<file path="src/rtl/pixel_scheduler_pkg.sv">
// Shared types and default geometry for the Mandelbrot pixel scheduler and the
// raster cursor it drives.
package pixel_scheduler_pkg;

    typedef enum logic [1:0] {
        SLOT_IDLE = 2'd0,
        SLOT_BUSY = 2'd1,
        SLOT_DONE = 2'd2
    } slot_state_e;

    localparam int DEF_NUM_ENGINES   = 4;
    localparam int DEF_SCREEN_WIDTH  = 960;
    localparam int DEF_SCREEN_HEIGHT = 720;
    localparam int DEF_COORD_W       = 11;
    localparam int DEF_DEPTH_W       = 10;

endpackage

</file>
<file path="src/rtl/pixel_scheduler_raster_cursor.sv">
// Raster-order x/y walker: steps one pixel per advance and wraps to (0,0) at
// the end of a frame so frames follow each other with no gap.
module pixel_scheduler_raster_cursor
    import pixel_scheduler_pkg::*;
#(
    parameter int SCREEN_WIDTH  = DEF_SCREEN_WIDTH,
    parameter int SCREEN_HEIGHT = DEF_SCREEN_HEIGHT,
    parameter int COORD_W       = DEF_COORD_W
) (
    input  logic               clk_i,
    input  logic               rst_i,
    input  logic               advance_i,
    output logic [COORD_W-1:0] cx_o,
    output logic [COORD_W-1:0] cy_o,
    output logic               sof_o,
    output logic               eol_o
);

    localparam logic [COORD_W-1:0] X_LAST = COORD_W'(SCREEN_WIDTH - 1);
    localparam logic [COORD_W-1:0] Y_LAST = COORD_W'(SCREEN_HEIGHT - 1);

    logic [COORD_W-1:0] cx_q, cx_d;
    logic [COORD_W-1:0] cy_q, cy_d;
    logic               last_px;

    always_ff @(posedge clk_i or posedge rst_i) begin
        if (rst_i) begin
            cx_q <= '0;
            cy_q <= '0;
        end else begin
            cx_q <= cx_d;
            cy_q <= cy_d;
        end
    end

    assign eol_o   = (cx_q == X_LAST);
    assign last_px = eol_o && (cy_q == Y_LAST);
    assign sof_o   = (cx_q == '0) && (cy_q == '0);

    always_comb begin
        cx_d = cx_q;
        cy_d = cy_q;
        if (advance_i) begin
            if (last_px) begin
                cx_d = '0;
                cy_d = '0;
            end else if (eol_o) begin
                cx_d = '0;
                cy_d = cy_q + COORD_W'(1);
            end else begin
                cx_d = cx_q + COORD_W'(1);
            end
        end
    end

    assign cx_o = cx_q;
    assign cy_o = cy_q;

endmodule

</file>
<file path="src/rtl/pixel_scheduler.sv">
// Round-robin dispatcher of raster pixels to iteration engines, with an
// in-order collector that re-serialises engine depths onto a valid/ready stream.
module pixel_scheduler
    import pixel_scheduler_pkg::*;
#(
    parameter int NUM_ENGINES   = DEF_NUM_ENGINES,
    parameter int SCREEN_WIDTH  = DEF_SCREEN_WIDTH,
    parameter int SCREEN_HEIGHT = DEF_SCREEN_HEIGHT,
    parameter int COORD_W       = DEF_COORD_W,
    parameter int DEPTH_W       = DEF_DEPTH_W
) (
    input  logic                           clk,
    input  logic                           reset,
    input  logic                           run,
    output logic [NUM_ENGINES-1:0]         eng_start,
    output logic [NUM_ENGINES*COORD_W-1:0] eng_x,
    output logic [NUM_ENGINES*COORD_W-1:0] eng_y,
    input  logic [NUM_ENGINES-1:0]         eng_done,
    input  logic [NUM_ENGINES*DEPTH_W-1:0] eng_depth,
    output logic                           out_valid,
    input  logic                           out_ready,
    output logic [DEPTH_W-1:0]             out_depth,
    output logic                           out_sof,
    output logic                           out_eol,
    output logic                           busy
);

    localparam int PTR_W = $clog2(NUM_ENGINES);

    // Output stream: out_valid is asserted while the slot at r_ptr holds a
    // captured depth; the pixel is consumed on any cycle with out_valid && out_ready,
    // and out_depth/out_sof/out_eol stay unchanged until that happens.
    slot_state_e        slot_q  [NUM_ENGINES];
    slot_state_e        slot_d  [NUM_ENGINES];
    logic [DEPTH_W-1:0] depth_q [NUM_ENGINES];
    logic [DEPTH_W-1:0] depth_d [NUM_ENGINES];
    logic [COORD_W-1:0] x_q     [NUM_ENGINES];
    logic [COORD_W-1:0] x_d     [NUM_ENGINES];
    logic [COORD_W-1:0] y_q     [NUM_ENGINES];
    logic [COORD_W-1:0] y_d     [NUM_ENGINES];
    logic [NUM_ENGINES-1:0] sof_q, sof_d;
    logic [NUM_ENGINES-1:0] eol_q, eol_d;
    logic [NUM_ENGINES-1:0] start_q, start_d;
    logic [PTR_W-1:0]       d_ptr_q, d_ptr_d;
    logic [PTR_W-1:0]       r_ptr_q, r_ptr_d;

    logic               dispatch;
    logic               retire;
    logic [COORD_W-1:0] cur_x;
    logic [COORD_W-1:0] cur_y;
    logic               cur_sof;
    logic               cur_eol;

    pixel_scheduler_raster_cursor #(
        .SCREEN_WIDTH (SCREEN_WIDTH),
        .SCREEN_HEIGHT(SCREEN_HEIGHT),
        .COORD_W      (COORD_W)
    ) u_cursor (
        .clk_i    (clk),
        .rst_i    (reset),
        .advance_i(dispatch),
        .cx_o     (cur_x),
        .cy_o     (cur_y),
        .sof_o    (cur_sof),
        .eol_o    (cur_eol)
    );

    assign dispatch  = run && (slot_q[d_ptr_q] == SLOT_IDLE);
    assign out_valid = (slot_q[r_ptr_q] == SLOT_DONE);
    assign retire    = out_valid && out_ready;

    always_ff @(posedge clk or posedge reset) begin
        if (reset) begin
            for (int i = 0; i < NUM_ENGINES; i++) begin
                slot_q[i]  <= SLOT_IDLE;
                depth_q[i] <= '0;
                x_q[i]     <= '0;
                y_q[i]     <= '0;
            end
            sof_q   <= '0;
            eol_q   <= '0;
            start_q <= '0;
            d_ptr_q <= '0;
            r_ptr_q <= '0;
        end else begin
            for (int i = 0; i < NUM_ENGINES; i++) begin
                slot_q[i]  <= slot_d[i];
                depth_q[i] <= depth_d[i];
                x_q[i]     <= x_d[i];
                y_q[i]     <= y_d[i];
            end
            sof_q   <= sof_d;
            eol_q   <= eol_d;
            start_q <= start_d;
            d_ptr_q <= d_ptr_d;
            r_ptr_q <= r_ptr_d;
        end
    end

    // Dispatch needs an IDLE slot and retire a DONE one, so the two can never
    // touch the same slot in one cycle; a freshly retired slot is next usable
    // only on the following cycle.
    always_comb begin
        for (int i = 0; i < NUM_ENGINES; i++) begin
            slot_d[i]  = slot_q[i];
            depth_d[i] = depth_q[i];
            x_d[i]     = x_q[i];
            y_d[i]     = y_q[i];
        end
        sof_d   = sof_q;
        eol_d   = eol_q;
        start_d = '0;
        d_ptr_d = d_ptr_q;
        r_ptr_d = r_ptr_q;

        for (int i = 0; i < NUM_ENGINES; i++) begin
            if (eng_done[i] && (slot_q[i] == SLOT_BUSY)) begin
                slot_d[i]  = SLOT_DONE;
                depth_d[i] = eng_depth[i*DEPTH_W +: DEPTH_W];
            end
        end

        if (dispatch) begin
            slot_d[d_ptr_q]  = SLOT_BUSY;
            x_d[d_ptr_q]     = cur_x;
            y_d[d_ptr_q]     = cur_y;
            sof_d[d_ptr_q]   = cur_sof;
            eol_d[d_ptr_q]   = cur_eol;
            start_d[d_ptr_q] = 1'b1;
            d_ptr_d          = d_ptr_q + PTR_W'(1);
        end

        if (retire) begin
            slot_d[r_ptr_q] = SLOT_IDLE;
            r_ptr_d         = r_ptr_q + PTR_W'(1);
        end
    end

    always_comb begin
        busy = 1'b0;
        for (int i = 0; i < NUM_ENGINES; i++) begin
            eng_x[i*COORD_W +: COORD_W] = x_q[i];
            eng_y[i*COORD_W +: COORD_W] = y_q[i];
            if (slot_q[i] != SLOT_IDLE) begin
                busy = 1'b1;
            end
        end
    end

    assign eng_start = start_q;
    assign out_depth = out_valid ? depth_q[r_ptr_q] : '0;
    assign out_sof   = out_valid && sof_q[r_ptr_q];
    assign out_eol   = out_valid && eol_q[r_ptr_q];

endmodule
</file>
<file path="config.mk">
export PLATFORM = sky130hd
export DESIGN_NAME = pixel_scheduler
export DESIGN_NICKNAME = d
export VERILOG_FILES = /design/src/rtl/pixel_scheduler_pkg.sv /design/src/rtl/pixel_scheduler_raster_cursor.sv /design/src/rtl/pixel_scheduler.sv
export SDC_FILE = /design/constraint.sdc
export NUM_CORES = 1
export LEC_CHECK = 0
export ABC_AREA = 0
export CORE_ASPECT_RATIO = 0.5
export CORE_MARGIN = 10
export CORE_UTILIZATION = 45
export CTS_BUF_LIST = sky130_fd_sc_hd__clkbuf_2 sky130_fd_sc_hd__clkbuf_4 sky130_fd_sc_hd__clkbuf_8
export DETAILED_ROUTE_END_ITERATION = 8
export GPL_TIMING_DRIVEN = 0
export MAX_ROUTING_LAYER = met4
export PLACE_DENSITY_LB_ADDON = 0.12
export SYNTH_ARGS = -nofsm -noshare
export SYNTH_HDL_FRONTEND = slang
export SYNTH_HIERARCHICAL = 1
export SYNTH_SLANG_ARGS = --single-unit
</file>
<file path="constraint.sdc">
create_clock -name clk -period 5 [get_ports clk]
set_input_delay 0.5 -clock clk [delete_from_list [all_inputs] [get_ports clk]]
set_output_delay 0.5 -clock clk [all_outputs]
set_load 0.01 [all_outputs]
</file>
==> results.tsv <==
metric	value	unit
status	finished, final reports clean	
Final Power	4.816	mW
first-pass GRT wire length	29730	microns
# Post-CTS Setup Buffers	0	
Top Ports	154	
PostCTS Resize Cnt	0	
Lkg Pwr	4.355	nW
Rel. slew slack	0.3833	
maximum fanout along the worst path	10	
slack of the critical path	1.566	ns
unrepaired setup endpoints after global routing	no	
CP required	4.50	ns
# DRC	0	
# nets final	748	
Hold Buf Count CTS	0	
clock group share of total power	0.190	
Setup violations, final	0	
area occupied by registers	0.004354	sq mm
r2r worst-path depth	11	
Post-DRT Antenna Nets	0	
clk_skew	0.01465	ns
antenna violations before repair	0	
Arr. time, crit path	2.93	ns
Post-synth ARST share	1.000	
die width	206.2	microns
mapped cell area	0.007799	sq mm
average vias per placed instance	5.064	
WL per Instance	19.98	microns
critical path class	flop to output port	
CTS tree	yes	
Tightest Pin Transition	0.9180	ns
Fin. Hold Viols	0	
Finished Cell Area	0.01001	sq mm
share of post-route cells with drive strength above 1	0.2967	
clock slew at reported path FFs	0.10	ns
Detailed Route Iter0 Violations	164	
multi-input logic area	0.003137	sq mm
total core area	0.01668	sq mm
Clock Tree Root	clkbuf_8	
Layout area overhead	28.30	%
H-tree depth	4	
yosys warns	6	
upper clock frequency limit	291.2	MHz
sequential cell area fraction in the yosys report	0.5583	
DP HPWL	13460	microns
number of global-route vias before repair	5062	
Inserted Diodes	0	
syn_nets	575	
largest net degree at the start of global routing	99	
R2R Path End	u_cursor/cy_o[5]	
WHS	0.4974	ns
Mean Syn Cell Area	15.14	sq um
clock sinks	174	
CTS max path bufs	2	
Power Dens Cells	481.4	mW/mm^2
CTS buffer count	17	
crit end category	output port	
GRT overflow	0	
Switching Share	0.3219	
Synth cell types	46	
max-slew violation count	0	
Synth Register Bits	174	
GRT Total Usage	0.1675	
shortest period the worst path allows	3.434	ns
Max Cap Viol	0	
Flop pwr share	0.424	
port bufs	153	
Int Power	3.266	mW
Mapped Cells	515	
Routed WL	18550	microns
net switching power	1.551	mW
Final Wtd Congestion	0.7986	
Max IR drop VDD	263.8	uV
Vias	4699	
die area	0.02332	sq mm
flop2flop setup slack	2.25	ns
Pre-Repair DR Iteration Count	4	
Post-Layout Cell Count	928	
placed insts	896	
RR Startpoint	slot_q[6]	
path type of the worst min-delay path	input pin to asynchronous set/reset pin	
die outline height	113.1	microns
ys flop type	dfrtp_1	
Post-synth EDFFs	0	
Worst-Skew Late Latency	0.44	ns
combinational fraction of design power	0.387	
pre-CTS setup slack	2.061	ns
Placement Cell Area	0.009647	sq mm
Starting Density	0.4675	
crit start category	flop	
fill cell count	1375	
cell row count	33	
fin crit share	0.6868	
==> logic make-up (layout without fill, tap and decap cells) <==
kind of cell / Yosys count / after routing / share of synthesized area
and+or+nand+nor: 94 / 94 / 0.06819
muxes: 154 / 154 / 0.2751
adders and majority gates: 12 / 12 / 0.01925
AOI/OAI and AO/OA: 27 / 27 / 0.02503
DFF: 174 / 174 / 0.5583
xor gates and xnor gates: 13 / 13 / 0.01460
buffers and inverters: 41 / 227 / 0.03947
==> metal layers <==
| layer | wire [microns] | track usage | part of all wire | vias up |
|---|---|---|---|---|
| li1 | - | - | - | 2184 |
| met2 | 8656 | 0.2529 | 0.47 | 97 |
| met1 | 8850 | 0.2217 | 0.48 | 2414 |
| met3 | 999 | 0.04328 | 0.054 | 4 |
| met4 | 39 | 0.04012 | 0.0021 | 0 |
| met5 | 0 | - | 0 | - |
==> worst max-delay path by stage <==
| stage | from | end | cells after the start |
|---|---|---|---|
| 2_1_floorplan | reset | d_ptr_q[0] | 1 |
| 3_3_place_gp | reset | depth_q[15] | 2 |
| 3_5_place_dp | r_ptr_q[1] | out_depth[6] | 5 |
| 4_1_cts | r_ptr_q[1] | out_depth[6] | 5 |
| 5_1_grt | r_ptr_q[1] | out_depth[6] | 5 |
| 6_report | r_ptr_q[1] | out_depth[6] | 5 |
==> cells in the mapped netlist (3+ instances only) <==
master | count | area share
a2bb2oi_1 | 4 | 0.0045
clkbuf_1 | 8 | 0.0039
nor4_1 | 6 | 0.0048
nand4_1 | 5 | 0.0040
inv_1 | 17 | 0.0082
mux2_4 | 68 | 0.13
xnor2_1 | 7 | 0.0079
nand2b_1 | 5 | 0.0040
buf_12 | 4 | 0.010
mux4_2 | 14 | 0.040
a21oi_1 | 6 | 0.0039
o21ai_0 | 3 | 0.0019
and2_1 | 5 | 0.0040
nor2b_1 | 13 | 0.010
a211oi_1 | 4 | 0.0039
xor2_1 | 6 | 0.0067
nor2_1 | 13 | 0.0063
dfrtp_1 | 174 | 0.56
nand2_1 | 12 | 0.0058
and3_1 | 5 | 0.0040
mux2_2 | 70 | 0.10
buf_8 | 4 | 0.0077
nand3_1 | 9 | 0.0058
ha_1 | 12 | 0.019
nor3_1 | 6 | 0.0039
nand3b_1 | 4 | 0.0039
buf_6 | 5 | 0.0072
or3_1 | 4 | 0.0032
==> per-stage QoR <==
| step | setup TNS [ns] | util |
|---|---|---|
| 2_1_floorplan | 0 | - |
| 3_3_place_gp | -260.32 | 0.5764 |
| 3_5_place_dp | 0 | 0.5783 |
| 4_1_cts | 0 | 0.5998 |
| 5_1_grt | 0 | 0.5998 |
| 6_report | 0 | 0.5998 |
==> power by group through the flow <==
stage                     combinational (mW)  sequential [mW]  clock [mW]
after floorplan                         1.11             2.06           0
after global placement                  1.86             2.06           0
after detailed placement                1.89             2.07           0
after CTS                               1.90             2.05       0.944
after global routing                    2.03             2.10        1.00
final                                   1.86             2.04       0.914
==> layout make-up <==
type,count,area share
tap,227,0.02839
timing repair buffer,154,0.1558
clock inverter,13,0.01038
clock buffer,19,0.02551
multi-input combinational,300,0.3135
inverter,17,0.006878
buffer,24,0.02438
sequential,174,0.4352
==> cell usage in the layout (no fill, tap or decap), drive strengths merged, types with 6 or more instances in the layout <==
| cell type | instances |
|---|---|
| dfrtp | 174 |
| clkdlybuf4s50 | 153 |
| mux2 | 139 |
| clkbuf | 27 |
| inv | 22 |
| buf | 17 |
| mux4 | 14 |
| nor2b | 13 |
| nor2 | 13 |
| nand2 | 12 |
| ha | 12 |
| nand3 | 9 |
| xnor2 | 7 |
| a21oi | 6 |
| nor4 | 6 |
| nor3 | 6 |
| xor2 | 6 |
==> registers in the layout, summed over array words and instances (netlist names) <==
register	flops
d_ptr_q	2
eol_q	4
eng_start	4
depth_q	40
eng_x	44
eng_y	44
sof_q	4
r_ptr_q	2
slot_q	8
u_cursor/cx_o	11
u_cursor/cy_o	11
==> worst max-delay path, cell delays in order, from the launching register on <==
cell and delay, ns:
dfrtp_1 0.51, inv_1 0.17, mux4_2 0.60, clkbuf_1 0.32, nor2b_1 0.30, clkdlybuf4s50_1 0.59
No activity file was read; power rests on OpenSTA's default activity.
